==> src/rtl/fetch_ctrl_if.sv <==
// Fetch-stage bus: combinational ROM port, redirect/halt controls and the decode-side
// valid/ready handshake. The master side is the fetch controller.
interface fetch_ctrl_if #(
  parameter int unsigned ADDRESS_WIDTH = 32,
  parameter int unsigned DATA_WIDTH    = 32
);
  logic [ADDRESS_WIDTH-1:0] rom_addr;
  logic [DATA_WIDTH-1:0]    rom_data;
  logic                     redirect;
  logic [ADDRESS_WIDTH-1:0] redirect_target;
  logic                     halt;
  logic                     out_valid;
  logic                     out_ready;
  logic [DATA_WIDTH-1:0]    out_instr;
  logic [ADDRESS_WIDTH-1:0] out_pc;

  modport master (
    output rom_addr,
    input  rom_data,
    input  redirect,
    input  redirect_target,
    input  halt,
    output out_valid,
    input  out_ready,
    output out_instr,
    output out_pc
  );

  modport slave (
    input  rom_addr,
    output rom_data,
    output redirect,
    output redirect_target,
    output halt,
    input  out_valid,
    output out_ready,
    input  out_instr,
    input  out_pc
  );
endinterface

==> src/rtl/fetch_ctrl.sv <==
// Fetch controller: sequences the PC, buffers {pc, instr} pairs for decode and applies
// branch redirects and halt stalls. Define FETCH_PERF_EN to add saturating perf counters.
module fetch_ctrl #(
  parameter int unsigned              ADDRESS_WIDTH = 32,
  parameter int unsigned              DATA_WIDTH    = 32,
  parameter logic [ADDRESS_WIDTH-1:0] RESET_PC      = '0,
  parameter int unsigned              BUF_DEPTH     = 2
) (
  input  logic                             clk,
  input  logic                             rst,
  fetch_ctrl_if.master                     bus,
  output logic [$clog2(BUF_DEPTH+1)-1:0]   buf_count,
  output logic                             misalign_err
`ifdef FETCH_PERF_EN
  ,
  output logic [ADDRESS_WIDTH-1:0]         perf_fetch_cnt,
  output logic [ADDRESS_WIDTH-1:0]         perf_stall_cnt,
  output logic [ADDRESS_WIDTH-1:0]         perf_flush_cnt
`endif
);

  localparam int unsigned CW = $clog2(BUF_DEPTH + 1);
  localparam int unsigned IW = $clog2(BUF_DEPTH);
  localparam logic [CW-1:0] Full = CW'(BUF_DEPTH);

  typedef enum logic [1:0] {StIdle, StFetch, StHold} state_e;

  state_e                   state_q;
  logic [ADDRESS_WIDTH-1:0] pc_q;
  logic [CW-1:0]            count_q, count_d;
  logic                     valid_q;
  logic                     misalign_q;
  logic [DATA_WIDTH-1:0]    instr_q [BUF_DEPTH];
  logic [DATA_WIDTH-1:0]    instr_d [BUF_DEPTH];
  logic [ADDRESS_WIDTH-1:0] epc_q   [BUF_DEPTH];
  logic [ADDRESS_WIDTH-1:0] epc_d   [BUF_DEPTH];

  logic          pop, push, space;
  logic [CW-1:0] wr_idx;

  assign pop   = valid_q & bus.out_ready;
  // A full buffer still has room when the head leaves this cycle.
  assign space = (count_q != Full) | pop;
  assign push  = (state_q == StFetch) & space & ~bus.halt & ~bus.redirect;

  // Shift FIFO: slot 0 is always the head, so out_* come straight from registers.
  always_comb begin
    instr_d = instr_q;
    epc_d   = epc_q;
    count_d = count_q;
    wr_idx  = pop ? count_q - CW'(1) : count_q;
    if (bus.redirect) begin
      count_d = '0;
    end else begin
      if (pop) begin
        for (int i = 0; i < BUF_DEPTH - 1; i++) begin
          instr_d[i] = instr_q[i+1];
          epc_d[i]   = epc_q[i+1];
        end
      end
      if (push) begin
        instr_d[wr_idx[IW-1:0]] = bus.rom_data;
        epc_d[wr_idx[IW-1:0]]   = pc_q;
      end
      if (push && !pop) begin
        count_d = count_q + CW'(1);
      end else if (pop && !push) begin
        count_d = count_q - CW'(1);
      end
    end
  end

  always_ff @(posedge clk) begin
    if (!rst) begin
      state_q    <= StIdle;
      pc_q       <= RESET_PC;
      count_q    <= '0;
      valid_q    <= 1'b0;
      misalign_q <= 1'b0;
      instr_q    <= '{default: '0};
      epc_q      <= '{default: '0};
    end else begin
      count_q <= count_d;
      valid_q <= (count_d != '0);
      instr_q <= instr_d;
      epc_q   <= epc_d;
      if (bus.redirect) begin
        pc_q    <= {bus.redirect_target[ADDRESS_WIDTH-1:2], 2'b00};
        state_q <= bus.halt ? StHold : StFetch;
        if (bus.redirect_target[1:0] != 2'b00) begin
          misalign_q <= 1'b1;
        end
      end else begin
        if (push) begin
          pc_q <= pc_q + ADDRESS_WIDTH'(4);
        end
        unique case (state_q)
          StIdle:  state_q <= bus.halt ? StHold : StFetch;
          StFetch: if (bus.halt || !space) state_q <= StHold;
          StHold:  if (!bus.halt && space) state_q <= StFetch;
          default: state_q <= StIdle;
        endcase
      end
    end
  end

  assign bus.rom_addr  = pc_q;
  assign bus.out_valid = valid_q;
  assign bus.out_instr = instr_q[0];
  assign bus.out_pc    = epc_q[0];
  assign buf_count     = count_q;
  assign misalign_err  = misalign_q;

`ifdef FETCH_PERF_EN
  logic [ADDRESS_WIDTH-1:0] perf_fetch_q, perf_stall_q, perf_flush_q;

  always_ff @(posedge clk) begin
    if (!rst) begin
      perf_fetch_q <= '0;
      perf_stall_q <= '0;
      perf_flush_q <= '0;
    end else begin
      if (push && perf_fetch_q != '1) begin
        perf_fetch_q <= perf_fetch_q + ADDRESS_WIDTH'(1);
      end
      if (state_q == StHold && !bus.halt && perf_stall_q != '1) begin
        perf_stall_q <= perf_stall_q + ADDRESS_WIDTH'(1);
      end
      if (bus.redirect && count_q != '0 && perf_flush_q != '1) begin
        perf_flush_q <= perf_flush_q + ADDRESS_WIDTH'(1);
      end
    end
  end

  assign perf_fetch_cnt = perf_fetch_q;
  assign perf_stall_cnt = perf_stall_q;
  assign perf_flush_cnt = perf_flush_q;
`endif

endmodule

==> src/flat_wrapper.sv <==
// flat-port wrapper written by rule: the top's interface ports become plain ports
module fetch_ctrl_flat 
#(
  parameter int unsigned              ADDRESS_WIDTH = 32,
  parameter int unsigned              DATA_WIDTH    = 32,
  parameter logic [ADDRESS_WIDTH-1:0] RESET_PC      = '0,
  parameter int unsigned              BUF_DEPTH     = 2
)
  (clk, rst, buf_count, misalign_err, bus_rom_addr, bus_rom_data, bus_redirect, bus_redirect_target, bus_halt, bus_out_valid, bus_out_ready, bus_out_instr, bus_out_pc);
  fetch_ctrl_if #(.ADDRESS_WIDTH(ADDRESS_WIDTH), .DATA_WIDTH(DATA_WIDTH)) bus_i ();
  input  logic clk;
  input  logic rst;
  output logic [$clog2(BUF_DEPTH+1)-1:0] buf_count;
  output logic misalign_err;
  output wire logic [$bits(bus_i.rom_addr)-1:0] bus_rom_addr;
  input wire logic [$bits(bus_i.rom_data)-1:0] bus_rom_data;
  input wire logic [$bits(bus_i.redirect)-1:0] bus_redirect;
  input wire logic [$bits(bus_i.redirect_target)-1:0] bus_redirect_target;
  input wire logic [$bits(bus_i.halt)-1:0] bus_halt;
  output wire logic [$bits(bus_i.out_valid)-1:0] bus_out_valid;
  input wire logic [$bits(bus_i.out_ready)-1:0] bus_out_ready;
  output wire logic [$bits(bus_i.out_instr)-1:0] bus_out_instr;
  output wire logic [$bits(bus_i.out_pc)-1:0] bus_out_pc;
  assign bus_rom_addr = bus_i.rom_addr;
  assign bus_i.rom_data = bus_rom_data;
  assign bus_i.redirect = bus_redirect;
  assign bus_i.redirect_target = bus_redirect_target;
  assign bus_i.halt = bus_halt;
  assign bus_out_valid = bus_i.out_valid;
  assign bus_i.out_ready = bus_out_ready;
  assign bus_out_instr = bus_i.out_instr;
  assign bus_out_pc = bus_i.out_pc;
  fetch_ctrl #(.ADDRESS_WIDTH(ADDRESS_WIDTH), .DATA_WIDTH(DATA_WIDTH), .RESET_PC(RESET_PC), .BUF_DEPTH(BUF_DEPTH)) u_core (.clk(clk), .rst(rst), .bus(bus_i), .buf_count(buf_count), .misalign_err(misalign_err));
endmodule
==> config.mk <==
export PLATFORM = sky130hd
export DESIGN_NAME = fetch_ctrl_flat
export DESIGN_NICKNAME = d
export VERILOG_FILES = /design/src/rtl/fetch_ctrl_if.sv /design/src/rtl/fetch_ctrl.sv /design/src/flat_wrapper.sv
export SDC_FILE = /design/constraint.sdc
export NUM_CORES = 1
export LEC_CHECK = 0
export BUFFER_PORTS_ARGS = -buffer_cell sky130_fd_sc_hd__buf_2
export CORE_UTILIZATION = 55
export CTS_CLUSTER_SIZE = 12
export DETAILED_ROUTE_END_ITERATION = 12
export PLACE_DENSITY = 0.83
export SLEW_MARGIN = 20
export SYNTH_ARGS = -nofsm -noshare
export SYNTH_HDL_FRONTEND = slang
export SYNTH_SLANG_ARGS = --single-unit
==> constraint.sdc <==
create_clock -name clk -period 5.6 [get_ports clk]
set_input_delay 0.84 -clock clk [delete_from_list [all_inputs] [get_ports clk]]
set_output_delay 0.84 -clock clk [all_outputs]
set_load 0.02 [all_outputs]
Word-level counts from Yosys, hierarchy flattened
Cells that the tools add are included.
{"block": "classes", "add_sub_neg": 3, "n_mul": 0, "n_div": 0, "order_cmp": 2, "n_eq_ne": 5, "shifts": 0, "muxes": 21, "bitwise_logic": 9, "reduce_logical": 17}
{"cell": "$mux 32", "count": 7}
{"cell": "$bwmux 64", "count": 2}
{"cell": "$mux 64", "count": 2}
{"cell": "$add 32x3->32 const B", "count": 1}
{"cell": "$demux 32 s1", "count": 1}
{"cell": "$mux 2", "count": 7}
{"cell": "$pmux 2 s3", "count": 1}
{"cell": "$reduce_and 2->1", "count": 3}
{"cell": "$reduce_bool 2->1", "count": 3}
{"cell": "$and 1x1->1", "count": 4}
{"cell": "$logic_and 1x1->1", "count": 4}
{"cell": "$logic_not 1->1", "count": 4}
{"cell": "$ne 3x2->1 const B", "count": 1}
{"cell": "$ne 3x3->1 const B", "count": 1}
{"cell": "$not 1->1", "count": 3}
{"cell": "$add 2x1->2 const B", "count": 1}
{"cell": "$eq 2x1->1 const B", "count": 1}
{"cell": "$eq 2x2->1 const B", "count": 1}
{"cell": "$ge 2x2->1 const B", "count": 1}
{"cell": "$logic_not 2->1", "count": 1}
{"cell": "$lt 2x1->1 const B", "count": 1}
{"cell": "$ne 2x2->1 const B", "count": 1}
{"cell": "$not 1->2", "count": 1}
{"cell": "$reduce_or 2->1", "count": 1}
{"cell": "other kinds (4)", "count": 4}
{"block": "totals", "ff_bits": 166, "latch_bits": 0, "ram_bits": 0, "mem_bits_ro": 0, "in_bits": 69, "out_inout_bits": 100, "word_cells": 67, "mem_count": 0}

Longest topological paths before layout
Gate-level depths: netlist (run 1).
{"block": "depth", "ltp_word": 11, "mapped_depth": 10, "mapped_depth_nobuf": 7}

Worst setup path after synthesis (run 1)
No wires, ideal clock.
{"block": "synth_timing", "path_kind": "input-to-reg", "startpoint": "input port bus_halt", "endpoint": "register u_core.instr_q (netlist bit u_core.bus.out_instr[10])", "setup_ns": 0.122, "t_arrival_ns": 2.070, "required_ns": 5.478, "setup_slack_ns": 3.408, "cell_stages": 6, "n_path_buf": 2, "path_cell_list": "or3b_4 > nor2_8 > a31oi_2 > buf_6 > buf_2 > a221o_1"}
{"block": "synth_via", "elab_chain_len": 4}
{"element": "start: declaration", "line_no": "flat_wrapper.sv:19", "rtl": "input wire logic [$bits(bus_i.halt)-1:0] bus_halt;"}
{"element": "$not 1->1", "line_no": "fetch_ctrl.sv:44", "rtl": "assign push = (state_q == StFetch) & space & ~bus.halt & ~bus.redirect;"}
{"element": "$and 1x1->1 (2 in a row)", "line_no": "fetch_ctrl.sv:44"}
{"element": "$mux 64", "line_no": "fetch_ctrl.sv:61", "rtl": "if (push) begin"}
{"element": "end signal: assignment", "line_no": "fetch_ctrl.sv:85", "rtl": "instr_q <= instr_d;"}
{"element": "end: declaration", "line_no": "fetch_ctrl.sv:33", "rtl": "logic [DATA_WIDTH-1:0] instr_q [BUF_DEPTH];"}
Every way passes these cells.
A chain may end at the register's enable or synchronous reset.

==> qor.yml, run 1 <==
yosysTopAreaCellShare_pct: 42.37
track_usage_pct: 27.23
cpMaxStageDelayCell: "a31oi_4"
path_cells: "buf_2, nand2_1, a31oi_4, buf_4, a221o_1"
syn_avg_cell_area_sq_um: 8.235
hold_buffers: 0
worstHoldPathType: "reg2reg"
slew_headroom_pct: 26.88
crit_required_ns: 5.97
post_cts_buffers: 0
r2r-end: "u_core.bus.out_instr[19]"
yosysUniqueCellTypes: 54
outcome: "complete, no violations"
drt_iter0_markers: 576
firstDrtPassIters: 5
fmax_mhz: 345.2
clk_path_buf_depth: 2
rows: 43
rsz0062_at_grt: "false"
p_per_area_nw_per_um2: 316.8
placed_cells: 1159
hpwl_um: 12320
p_leak_nw: 3.365
drtAntennaViolNets: 0
start_util_pct: 56.04
endpoint_kind: "register"
yosysSeqAreaShare_pct: 42.37
die_height_um: 120.7
ys_warn_count: 0
r2r_slack_ns: 2.88
hold_viol_final: 0
antenna_found_initial: 0
min_path_cells: 2
final_cell_mix: "nand2_1, buf_2, dfxtp_1"
clkTransAtPathRegs_ns: 0.06
drt-total-wl_um: 19630
worst_pin_slew_ns: 1.097
num_vias: 7072
synth_seq_cells: 164
cts_tree: "done"
cp_max_fo: 52
grt_pass1_wl_um: 31570
final_nets: 1069
wl_per_cell_um: 16.48
syn_area_sq_um: 7749
diodes: 0
synthToLayoutAreaGrowth_pct: 12.35
numPortBuffers: 166
clock-sinks: 164
critPathKind: "in2reg"
critical_path_arrival_ns: 3.26
syn_inst: 941
cp-start-kind: "input port"
setup.worst_path.start: "rst"
first_global_vias: 6297
setup_violations: 0
drc: 0
synth.area.top_cells: "dfxtp_1, nand2_1, a21oi_1"
n_fill_cell: 1231
min_period_over_period_pct: 51.73
reg2reg_depth: 7
cts_root_buf: "clkbuf_16"
irDropWorstVdd_mv: 0.2327
instances_no_fill: 1191
finalPower_mw: 2.758
top_level_ports: 169
htree_levels: 4
tns_ns: 0
regToRegStartpoint: "u_core.buf_count[0]"
grt_max_degree: 78
layout-drive-gt1-share_pct: 22.26
cts_buffers: 17
grt_overflow: 0
die_w_um: 120.7
layout_commonest_cell: "nand2_1"
coreArea_sq_um: 13830
gp_congestion: 0.7782
period_minus_slack_ns: 2.897
finClkSkew_ns: 0.007389
yosys.area.top_type: "dfxtp_1"
ctsResizeCount: 0
die_area_sq_um: 14570
cap_violations: 0
slew_violations: 0
max_stage_delay_ns: 0.91
clock_latency_ns: 0.43
viasPerCell: 5.938
-- per-stage QoR --
stage / util, % / worst slack [ns] / area (sq um) / hold WS (ns)
6_report: 62.96 / 2.703 / 8706 / 0.4538
5_1_grt: 62.96 / 2.531 / 8706 / 0.4715
4_1_cts: 62.96 / 2.739 / 8706 / 0.4553
3_5_place_dp: 58.37 / 2.303 / 8071 / 0.4466
3_3_place_gp: 58.37 / 2.355 / 8071 / 0.4420
2_1_floorplan: - / 3.408 / 7752 / 0.4353
-- area by class of cell --
type	count	area [sq um]	share of cell area [%]
flip-flops and latches	164	3283	37.71
inverters	7	28.78	0.3306
clock buffers	23	457.9	5.260
repair buffers	175	898.4	10.32
clock inverters	9	176.4	2.026
well taps	180	225.2	2.587
multi-input cells	633	3636	41.76
-- critical path: cells and delay by family --
family / cells / cell delay [ns]
and+or+nand+nor: 1 / 0.20
AOI/OAI and AO/OA: 2 / 1.11
buffers and inverters: 2 / 1.09
-- cell families after synthesis --
logic type,after synthesis,synth area share [%]
other,1,0.04840
xor gates and xnor gates,30,3.488
and+or+nand+nor,343,20.36
DFF,164,42.37
adders and majority gates,2,0.3229
AOI/OAI and AO/OA,249,21.38
buffers and inverters,145,11.13
muxes,7,0.9043
-- routing by layer --
layer  GRT usage (%)  vias to the layer above  part of all wire [%]  wire [um]
li1                -                     3360                     -          -
met1           34.73                     3384                    44       8657
met2           45.15                      291                    48       9357
met3           4.811                       37                   5.8       1129
met4           11.65                        0                   2.5        482
met5               0                        -                     0          0
-- worst max-delay path by stage --
| stage | end | slack, ns | cells past startpoint |
|---|---|---|---|
| finish | u_core.bus.out_instr[19] | 2.70 | 5 |
| global route | u_core.bus.out_pc[17] | 2.53 | 5 |
| CTS | u_core.bus.out_instr[8] | 2.74 | 5 |
| detailed placement | u_core.bus.out_instr[19] | 2.30 | 5 |
| floorplan | u_core.bus.out_instr[10] | 3.41 | 6 |
| global placement | u_core.bus.out_pc[14] | 2.35 | 5 |
-- cell usage after synthesis, drive strengths merged --
| cell type | instances |
|---|---|
| and4bb | 2 |
| nor3 | 13 |
| mux2i | 7 |
| nor4 | 6 |
| or4b | 1 |
| a221o | 57 |
| a31oi | 3 |
| and2 | 3 |
| o21bai | 1 |
| o21ai | 27 |
| nand4 | 5 |
| a21oi | 129 |
| o221ai | 1 |
| nor3b | 1 |
| nand2b | 1 |
| o211a | 4 |
| a311oi | 4 |
| a221oi | 1 |
| nand3 | 73 |
| xnor2 | 28 |
| or3b | 1 |
| and3 | 6 |
| xor2 | 2 |
| and4 | 4 |
| o22ai | 2 |
| inv | 7 |
| a211oi | 1 |
| o221a | 1 |
| or2 | 1 |
| a21boi | 17 |
| or3 | 2 |
| clkbuf | 36 |
| ha | 2 |
| a21bo | 1 |
| dfxtp | 164 |
| nand2 | 205 |
| conb | 1 |
| nor2 | 19 |
| buf | 102 |
-- power breakdown --
part	switching (mW)	total (mW)	internal (mW)	leakage [nW]
registers	0.0478	1.25	1.20	1.33
clock network	0.463	1.27	0.803	0.305
logic	0.158	0.244	0.0860	1.73
total	0.668	2.76	2.09	3.36
Note: power is estimated with default switching activity, not from simulation.
==> inputs of run 2 (changes only) <==
Settings changed: ABC_AREA set to 1, PLACE_DENSITY 0.83 to 0.82.
Clock period 5.6 ns to 2.71 ns, I/O delays scaled along.
==> qor.yml, run 2 <==
outcome: "complete, no violations"
hpwl_um: 15060
fmax_mhz: 506.1
crit_required_ns: 3.07
gp_congestion: 0.9441
syn_inst: 1245
tns_ns: 0
final_nets: 1382
num_vias: 8167
synth_most_common_cell: "nand2_1"
synth_common_cells: "nand2_1, o21ai_0, dfxtp_1"
min_period_over_period_pct: 72.92
finalPower_mw: 5.393
start_util_pct: 56.78
grt_overflow: 0
period_minus_slack_ns: 1.976
synthArstFlopShare_pct: 0
drc: 0
ctsResizeCount: 0
firstDrtPassIters: 5
clkTransAtPathRegs_ns: 0.06
die_height_um: 124.7
path_cells: "inv_1, ha_1, nand2_2, nand3_4, inv_4, nand2_4, nor2_8, buf_4, o21ai_0, a21oi_1"
cts_root_buf: "clkbuf_16"
track_usage_pct: 28.91
slew_violations: 0
cap_violations: 0
worst_pin_slew_ns: 0.6777
cts_buffers: 17
clock-sinks: 164
final_cell_mix: "nand2_1, o21ai_0, buf_2"
p_per_area_nw_per_um2: 581.8
rsz0062_at_grt: "false"
fin_util_pct: 63.53
post_cts_buffers: 0
worstHoldPathType: "in2reg"
numPortBuffers: 166
wl_met3_um: 1828
wl_per_cell_um: 14.96
irDropWorstVdd_mv: 0.4616
top_layer: "met4"
critPathKind: "reg2reg"
cp_max_fo: 49
viasPerCell: 5.416
drt_iter0_markers: 852
max_stage_delay_ns: 0.41
yosysSeqAreaShare_pct: 39.64
diodes: 0
syn_avg_cell_area_sq_um: 6.653
synth_seq_cells: 164
cp-start-kind: "register"
finClkSkew_ns: 0.006121
grt_max_degree: 79
coreArea_sq_um: 14590
clock_latency_ns: 0.43
drtAntennaViolNets: 0
yosysUniqueCellTypes: 34
hold_viol_final: 0
die_w_um: 124.7
rows: 44
clk_path_buf_depth: 2
slew_headroom_pct: 54.82
synthToLayoutAreaGrowth_pct: 11.90
n_fill_cell: 1331
antenna_found_initial: 0
synth_edf_count: 0
synth-main-ff-cell: "dfxtp_1"
synth.area.top_cells: "dfxtp_1, nand2_1, o21ai_0"
ys_warn_count: 0
grt_pass1_wl_um: 36360
cpMaxStageDelayCell: "buf_4"
hold_buffers: 0
drt-total-wl_um: 22570
first_global_vias: 7360
yosys.area.top_type: "dfxtp_1"
setup_violations: 0
htree_levels: 4
yosysTopAreaCellShare_pct: 39.64
top_level_ports: 169
m1WireLength_um: 9818
register_area_sq_um: 3283
endpoint_kind: "register"
layout-drive-gt1-share_pct: 18.05
dr_wl_met2_um: 10300
p_leak_nw: 4.022
cts_tree: "done"
syn_area_sq_um: 8283
critical_path_arrival_ns: 2.33
multiInputGateArea_sq_um: 3865
layout_commonest_cell: "nand2_1"
die_area_sq_um: 15560
-- run 2: cell types whose count changed after synthesis, sizes merged, moves of 8 or more --
cell	change
a21oi	-55
o21ai	+181
nand2	+122
a21boi	-17
a221o	-57
inv	+77
a31oi	+8
nor3	-9
xnor2	-27
nand3	-22
nor2	+140
-- run 2: cell type report --
cell class / count / area share, %
multi-input cells: 860 / 41.70
flip-flops and latches: 164 / 35.42
repair buffers: 183 / 10.75
clock buffers: 18 / 4.738
inverters: 85 / 3.496
well taps: 184 / 2.484
clock inverters: 14 / 1.417
-- run 2: kinds of logic after synthesis --
group / count (synthesis) / synth area share [%]
compound gates: 299 / 18.41
xor+xnor: 8 / 0.8460
buf+inv: 222 / 13.84
simple gates: 549 / 26.92
flops: 164 / 39.64
other cells: 1 / 0.04527
fa+ha+maj: 2 / 0.3021
-- run 2: through the flow --
stage               cell area [sq um]  setup slack, ns  hold slack (ns)  cells
floorplan                        8287           0.9768           0.4155   1246
global placement                 8696           0.3496           0.4224   1476
detailed placement               8696           0.2940           0.4321   1476
CTS                              9266           0.3912           0.2000   1508
global route                     9269           0.5141           0.2037   1508
finish                           9269           0.7339           0.2148   1508
-- run 2: metal layers --
layer	vias to the layer above	global-route usage, %
met5	-	0
met2	371	45.63
met1	3678	38.56
li1	4071	-
met4	0	12.12
met3	47	5.498
-- run 2: where the power goes --
part           total (mW)  internal [mW]  switching (mW)  leakage [nW]
combinational       0.527          0.176           0.351          2.41
clock                2.31           1.30            1.01         0.281
sequential           2.56           2.47          0.0855          1.33
-- run 2: worst max-delay path, delay by kind of cell (launching register included) --
kind | cells | cell delay, ns
fa+ha+maj | 1 | 0.22
flops | 1 | 0.34
buf+inv | 3 | 0.60
simple gates | 4 | 0.43
compound gates | 2 | 0.30
-- run 2: final timing paths --
| check | from | endpoint | slack (ns) | depth (start not counted) |
|---|---|---|---|---|
| worst min-delay path | bus_redirect_target[5] | u_core.bus.rom_addr[5] | 0.21 | 3 |
| worst max register to register | u_core.buf_count[0] | register | 0.73 | 10 |
| worst min register to register | u_core.epc_q[1] | u_core.epc_q[1] | 0.44 | 2 |
| worst max-delay path | u_core.buf_count[0] | register | 0.73 | 10 |
==> inputs of run 3 (changes only) <==
Clock period 2.71 ns to 1.9 ns, I/O delays scaled along.
==> qor.yml, run 3 (synthesis gave the netlist of run 2 again) <==
outcome: "complete, no violations"
gp_congestion: 0.9160
finalInstanceArea_sq_um: 9492
placed_cells: 1497
irDropWorstVdd_mv: 0.7337
post_dp_cell_area_sq_um: 8879
p_per_area_nw_per_um2: 829.0
path_common_cell: "nand2_2"
p_leak_nw: 4.145
cts_tree: "done"
critical_path_arrival_ns: 2.11
post_cts_buffers: 0
clock-sinks: 164
final_nets: 1403
synthToLayoutAreaGrowth_pct: 14.59
min_from: "bus_redirect_target[5]"
n_fill_cell: 1328
worstHoldPathType: "in2reg"
min_period_over_period_pct: 92.42
top_level_ports: 169
critPathBufInv: 3
clkTransAtPathRegs_ns: 0.06
met3_usage_pct: 5.284
endpoint_kind: "register"
htree_levels: 4
diodes: 0
cts_root_buf: "clkbuf_16"
rows: 44
gr-usage-met2_pct: 47.12
drt-total-wl_um: 22920
grt_overflow: 0
max_stage_delay_ns: 0.35
clock_latency_ns: 0.43
drc: 0
use_met1_pct: 38.71
cts_buffers: 17
cpMaxStageDelayCell: "dfxtp_1"
viasPerCell: 5.430
hold_viol_final: 0
slew_violations: 0
antenna_found_initial: 0
num_vias: 8302
fin_util_pct: 65.06
register_area_sq_um: 3283
drtAntennaViolNets: 0
crit_required_ns: 2.25
cap_violations: 0
top_usage_layer: "met2"
numPortBuffers: 166
instances_no_fill: 1529
grt_max_degree: 53
firstDrtPassIters: 6
path_cells: "inv_1, ha_1, nand2_2, nand3_4, nor2_4, nand2_2, inv_2, buf_12, o21ai_0, o21ai_1"
die_w_um: 124.7
regToRegStartpoint: "u_core.buf_count[0]"
cp-start-kind: "register"
setup_violations: 0
die_area_sq_um: 15560
critPathTopFamily: "simple AND/OR/NAND/NOR gates"
start_util_pct: 56.78
layout_commonest_cell: "nand2_1"
drt_iter0_markers: 791
fmax_mhz: 569.5
tns_ns: 0
period_minus_slack_ns: 1.756
die_height_um: 124.7
final_cell_mix: "nand2_1, buf_2, dfxtp_1"
critPathKind: "reg2reg"
setup.worst_path.start: "u_core.buf_count[0]"
hpwl_um: 15690
grt_pass1_wl_um: 36810
multiInputGateArea_sq_um: 3876
track_usage_pct: 29.48
cp_max_fo: 28
wl_per_cell_um: 14.99
rsz0062_at_grt: "true"
layout-drive-gt1-share_pct: 19.33
finClkSkew_ns: 0.008701
coreArea_sq_um: 14590
clk_path_buf_depth: 2
first_global_vias: 7394
==> run 3: cell count changes in the layout (fill, tap and decap cells not counted), moves of 2 or more <==
cell      before  now
o21ai_1       42   49
clkbuf_1       0    2
buf_12         3    6
o21ai_0      166  158
buf_4         14   31
clkinv_4       7    2
==> run 3: worst min-delay path, delay by kind of cell <==
family	cells	cell delay, ns
buffers and inverters	1	0.10
AND/OR/NAND/NOR	2	0.10
==> run 3: what timing repair did <==
action                                  in CTS  in global routing
resized for setup                            0                 15
endpoints found under the setup margin       0                 51
hold buffers                                 0                  0
==> run 3: stage by stage <==
| stage | total power, mW | setup slack (ns) | hold slack [ns] |
|---|---|---|---|
| finish | 7.869 | 0.1441 | 0.08539 |
| global route | 8.131 | -0.01183 | 0.09927 |
| CTS | 7.872 | 0.01395 | 0.06963 |
| detailed placement | 4.488 | 0.06863 | 0.4279 |
| global placement | 4.473 | 0.1481 | 0.4220 |
| floorplan | 4.190 | 0.1668 | 0.3955 |
==> run 3: final cells by class <==
type                       instances  share of cell area (%)
sequential                       164                   34.59
tap                              184                   2.426
clock buffer                      21                   4.851
multi-input combinational        860                   40.84
clock inverter                    11                   1.318
inverter                          85                   3.388
timing repair buffer             204                   12.59
==> run 3: worst paths after layout <==
path / slack (ns) / cells past startpoint / endpoint
max: 0.14 / 10 / u_core.bus.out_instr[19]
min: 0.09 / 3 / u_core.bus.rom_addr[5]
max reg2reg: 0.14 / 10 / u_core.bus.out_instr[19]
min reg2reg: 0.44 / 2 / u_core.epc_q[0]
==> run 3: power by group <==
group / switching, mW / internal (mW) / total [mW]
registers: 0.0982 / 3.52 / 3.62
clock network: 1.43 / 2.01 / 3.43
logic: 0.533 / 0.278 / 0.811
==> run 3: routing by layer <==
metal / vias to the layer above / wire length, um
met4: 0 / 646
met5: - / 0
met2: 412 / 10430
li1: 4112 / -
met3: 47 / 1930
met1: 3731 / 9915
